$ cat src/rtl/lsl_if.sv
// Valid/ready bus for the pipelined logical left shifter.
// The producer/consumer side takes the master modport; the shifter takes the slave modport.
interface lsl_if #(
    parameter int unsigned WIDTH = 32,
    parameter int unsigned SHW   = 5,
    parameter int unsigned TAGW  = 4
);
    logic             in_valid;
    logic             in_ready;
    logic [WIDTH-1:0] d;
    logic [SHW-1:0]   sel;
    logic [TAGW-1:0]  in_tag;
    logic             out_valid;
    logic             out_ready;
    logic [WIDTH-1:0] x;
    logic [TAGW-1:0]  out_tag;
    logic             zero;

    modport master (
        output in_valid, d, sel, in_tag, out_ready,
        input  in_ready, out_valid, x, out_tag, zero
    );

    modport slave (
        input  in_valid, d, sel, in_tag, out_ready,
        output in_ready, out_valid, x, out_tag, zero
    );
endinterface

$ cat src/rtl/lsl_pipe.sv
// Pipelined logical left shifter: one log-shifter level per register stage,
// global stall on back-pressure, synchronous flush and reset.
module lsl_pipe #(
    parameter int unsigned WIDTH = 32,
    parameter int unsigned SHW   = 5
) (
    input  logic   clk,
    input  logic   rst,
    input  logic   flush,
    lsl_if.slave   bus
);
    localparam int unsigned TAGW = 4;

    logic             r_valid [SHW];
    logic [WIDTH-1:0] r_data  [SHW];
    logic [SHW-1:0]   r_sel   [SHW];
    logic [TAGW-1:0]  r_tag   [SHW];

    logic             w_src_valid [SHW];
    logic [WIDTH-1:0] w_src_data  [SHW];
    logic [SHW-1:0]   w_src_sel   [SHW];
    logic [TAGW-1:0]  w_src_tag   [SHW];
    logic [WIDTH-1:0] w_nxt_data  [SHW];

    logic w_advance;
    logic w_accept;

    // Whole pipe moves together; bubbles are not squeezed out during a stall.
    assign w_advance    = !r_valid[SHW-1] || bus.out_ready;
    assign bus.in_ready = w_advance && !flush && !rst;
    assign w_accept     = bus.in_valid && bus.in_ready;

    generate
        for (genvar k = 0; k < SHW; k++) begin : g_stage
            if (k == 0) begin : g_first
                assign w_src_valid[k] = w_accept;
                assign w_src_data[k]  = bus.d;
                assign w_src_sel[k]   = bus.sel;
                assign w_src_tag[k]   = bus.in_tag;
            end else begin : g_rest
                assign w_src_valid[k] = r_valid[k-1];
                assign w_src_data[k]  = r_data[k-1];
                assign w_src_sel[k]   = r_sel[k-1];
                assign w_src_tag[k]   = r_tag[k-1];
            end
            // Level k shifts by 2^k when its own sel bit is set.
            assign w_nxt_data[k] = w_src_sel[k][k] ? (w_src_data[k] << (2 ** k))
                                                   : w_src_data[k];
        end
    endgenerate

    always_ff @(posedge clk) begin
        if (rst) begin
            for (int k = 0; k < SHW; k++) begin
                r_valid[k] <= 1'b0;
                r_data[k]  <= '0;
                r_sel[k]   <= '0;
                r_tag[k]   <= '0;
            end
        end else if (flush) begin
            for (int k = 0; k < SHW; k++) begin
                r_valid[k] <= 1'b0;
            end
        end else if (w_advance) begin
            for (int k = 0; k < SHW; k++) begin
                r_valid[k] <= w_src_valid[k];
                r_data[k]  <= w_nxt_data[k];
                r_sel[k]   <= w_src_sel[k];
                r_tag[k]   <= w_src_tag[k];
            end
        end
    end

    assign bus.out_valid = r_valid[SHW-1];
    assign bus.x         = r_data[SHW-1];
    assign bus.out_tag   = r_tag[SHW-1];
    assign bus.zero      = (r_data[SHW-1] == '0);
endmodule

$ cat src/flat_wrapper.sv
// flat-port wrapper written by rule: the top's interface ports become plain ports
module lsl_pipe_flat 
#(
    parameter int unsigned WIDTH = 32,
    parameter int unsigned SHW   = 5
)
  (clk, rst, flush, bus_in_valid, bus_d, bus_sel, bus_in_tag, bus_out_ready, bus_in_ready, bus_out_valid, bus_x, bus_out_tag, bus_zero);
  lsl_if #(.WIDTH(WIDTH), .SHW(SHW)) bus_i ();
  input  logic clk;
  input  logic rst;
  input  logic flush;
  input wire logic [$bits(bus_i.in_valid)-1:0] bus_in_valid;
  input wire logic [$bits(bus_i.d)-1:0] bus_d;
  input wire logic [$bits(bus_i.sel)-1:0] bus_sel;
  input wire logic [$bits(bus_i.in_tag)-1:0] bus_in_tag;
  input wire logic [$bits(bus_i.out_ready)-1:0] bus_out_ready;
  output wire logic [$bits(bus_i.in_ready)-1:0] bus_in_ready;
  output wire logic [$bits(bus_i.out_valid)-1:0] bus_out_valid;
  output wire logic [$bits(bus_i.x)-1:0] bus_x;
  output wire logic [$bits(bus_i.out_tag)-1:0] bus_out_tag;
  output wire logic [$bits(bus_i.zero)-1:0] bus_zero;
  assign bus_i.in_valid = bus_in_valid;
  assign bus_i.d = bus_d;
  assign bus_i.sel = bus_sel;
  assign bus_i.in_tag = bus_in_tag;
  assign bus_i.out_ready = bus_out_ready;
  assign bus_in_ready = bus_i.in_ready;
  assign bus_out_valid = bus_i.out_valid;
  assign bus_x = bus_i.x;
  assign bus_out_tag = bus_i.out_tag;
  assign bus_zero = bus_i.zero;
  lsl_pipe #(.WIDTH(WIDTH), .SHW(SHW)) u_core (.clk(clk), .rst(rst), .flush(flush), .bus(bus_i));
endmodule
$ cat config.mk
export PLATFORM = sky130hd
export DESIGN_NAME = lsl_pipe_flat
export DESIGN_NICKNAME = d
export VERILOG_FILES = /design/src/rtl/lsl_if.sv /design/src/rtl/lsl_pipe.sv /design/src/flat_wrapper.sv
export SDC_FILE = /design/constraint.sdc
export NUM_CORES = 1
export LEC_CHECK = 0
export ABC_AREA = 0
export CAP_MARGIN = 20
export CORE_MARGIN = 1.5
export CORE_UTILIZATION = 55
export CTS_BUF_LIST = sky130_fd_sc_hd__clkbuf_4 sky130_fd_sc_hd__clkbuf_8 sky130_fd_sc_hd__clkbuf_16
export DETAILED_ROUTE_END_ITERATION = 8
export PLACE_DENSITY = 0.82
export SLEW_MARGIN = 40
export SYNTH_ARGS = -nofsm -noshare
export SYNTH_HDL_FRONTEND = slang
export SYNTH_SLANG_ARGS = --single-unit
$ cat constraint.sdc
create_clock -name clk -period 24.2 [get_ports clk]
set_clock_uncertainty 0.1 [all_clocks]
set_input_delay 3.63 -clock clk [delete_from_list [all_inputs] [get_ports clk]]
set_output_delay 3.63 -clock clk [all_outputs]
set_load 0.005 [all_outputs]
==> metrics.csv <==
metric,value,unit
synth_cells,610,
hold_path_class,reg -> reg,
max-cap-violations,0,
drcViolationCount,0,
clock_latency,0.43,ns
grt_pass1_vias,4240,
die_h,129,microns
rows,45,
vdd_drop_max,0.0585,mV
diodes,0,
area_growth_syn_to_layout,14.4,%
crit_type,in -> out,
fin_ws,14.75,ns
synth_area,8680,sq um
r2r-start,u_core.r_valid[0][4]$_SDFFCE_PP0P_,
ys_types,19,
drt-total-wl,12400,microns
cts_root_buf,clkbuf_16,
hold_start,u_core.r_tag[0][4]$_SDFFCE_PP0P_,
reg2reg_slack,21.64,ns
hold_viol,0,
min_period,9.45,ns
cts_max_level,4,
reg2reg_to,u_core.r_data[0][62]$_SDFFCE_PP0P_,
slew_violations,0,
setup_viol,0,
track_usage,0.158,
yosysWarnings,0,
io_buffers,84,
fill_cells,1098,
crit_end,bus_in_ready,
slew_headroom,0.464,
timing.fmax,106,MHz
detail_route.first_pass.iterations,4,
post-cts-setup-buffer-count,0,
grt_max_degree,127,
cts.clk_slew.worst_paths,0.07,ns
tightest_slew,0.803,ns
required,20.47,ns
layout_common_cells,"edfxtp_1 (195), nor2_1 (130), mux2i_1 (129), clkdlybuf4s50_1 (83), and2_1 (51)",
ant_nets,0,
drive_gt1_frac,0.0622,
status,"complete, no violations",
via_count,4404,
io_pins,85,
setup_tns,0,ns
drtIter0Drc,218,
gp_congestion,0.861,
clock_sinks,195,
critPathSlowestCell,clkdlybuf4s50_1,
wl_per_cell,14.3,microns
path_cells,"clkdlybuf4s50_1, or3_4, inv_2, clkdlybuf4s50_1",
arrival,5.72,ns
syn_nets,656,
critPathMaxStageDelay,0.59,ns
ctsHoldBuffers,0,
grt_pass1_wl,19900,microns
dp_cells,838,
antenna_found_initial,0,
fin_crit_sh,0.391,
startpoint_type,input port,
cts_buffer_depth,2,
path_common_cell,clkdlybuf4s50_1,
vias_per_cell,5.06,
pre_cts_slack,14.74,ns
place_hpwl,8320,microns
worst_setup_path_end_kind,output port,
dieArea,16600,sq um
rsz0062_at_grt,no,
critPathLaunch,flush,
start_util,0.567,
die_w,129,microns
fin_nets,692,
yosys_register_bits,195,
core_area,15300,sq um
cellLeakagePower,3.68,nW
overflow,0,
fin_hold_ws,0.417,ns
yosysSeqAreaShare,0.674,
cts_tree,done,
avgSynthCellArea,14.2,sq um
finalNonFillerCells,870,
reg2reg_depth,4,
cts_resized,0,
cts_made_buffers,17,
cp_max_fo,36,
p_per_area,74.1,nW/um^2
layout_commonest_cell,edfxtp_1,
[kinds of logic (layout without fill, tap and decap cells)]
group / Yosys count / in the layout / share of synthesized area
AO/OA/AOI/OAI: 1 / 1 / 0.000865
buffers and inverters: 75 / 124 / 0.0576
AND/OR/NAND/NOR: 210 / 210 / 0.119
multiplexers: 129 / 129 / 0.149
flip-flops: 195 / 195 / 0.674
[critical path, delay by kind of cell]
family	cells	cell delay (ns)
buffers and inverters	3	1.51
AND/OR/NAND/NOR	1	0.56
[routing by layer]
metal / share of wire / wire length, microns / GRT usage / vias up
met5: 0 / 0 / 0 / -
met4: 0.021 / 257 / 0.0747 / 0
met3: 0.038 / 474 / 0.0407 / 18
met2: 0.52 / 6420 / 0.279 / 106
met1: 0.42 / 5260 / 0.179 / 2058
li1: - / - / - / 2222
[worst min-delay path by stage]
stage / end / cells past startpoint
floorplan: u_core.r_sel[0][13]$_SDFFCE_PP0P_ / 1
global placement: u_core.r_tag[0][10]$_SDFFCE_PP0P_ / 1
detailed placement: u_core.r_valid[0][1]$_SDFFCE_PP0P_ / 1
CTS: u_core.r_tag[0][8]$_SDFFCE_PP0P_ / 1
global route: u_core.r_tag[0][6]$_SDFFCE_PP0P_ / 1
finish: u_core.r_tag[0][8]$_SDFFCE_PP0P_ / 1
[flip-flops by register name (all words and copies together), names as in the netlist]
name,cells
u_core.r_tag,20
u_core.r_valid,5
u_core.r_data,160
u_core.r_sel,10
[power by group]
group	internal [mW]	total, mW	switching [mW]
logic	0.0318	0.0636	0.0318
clock network	0.152	0.262	0.110
registers	0.399	0.411	0.0114
total	0.583	0.736	0.153
[per-stage QoR]
step / utilization / cell area (sq um) / power, mW
finish: 0.649 / 9930 / 0.736
global route: 0.649 / 9930 / 0.763
CTS: 0.648 / 9930 / 0.741
detailed placement: 0.612 / 9370 / 0.482
global placement: 0.610 / 9350 / 0.479
floorplan: - / 8680 / 0.466
[area by class of cell]
| class | instances | area [sq um] | share of cell area |
|---|---|---|---|
| clock buffers | 19 | 440 | 0.0443 |
| repair buffers | 91 | 908 | 0.0914 |
| clock inverters | 13 | 118 | 0.0118 |
| well taps | 211 | 264 | 0.0266 |
| inverters | 1 | 3.75 | 0.000378 |
| multi-input cells | 340 | 2340 | 0.236 |
| flip-flops and latches | 195 | 5860 | 0.589 |
[synth_stat cells]
cell type	number	area, sq um
or3_1	1	6.26
or2_2	1	6.26
nor3b_1	15	113
mux2i_1	129	1290
inv_2	1	3.75
nor2b_4	1	13.8
buf_2	11	55.1
nor2_1	130	488
nor4_1	8	50.1
edfxtp_1	195	5860
clkbuf_1	14	52.6
nand4_1	2	12.5
nor4_4	1	21.3
buf_6	8	90.1
and2_1	51	319
buf_4	38	285
o21bai_1	1	7.51
clkbuf_2	2	10.0
buf_1	1	3.75
No activity file was read; power rests on OpenSTA's default activity.
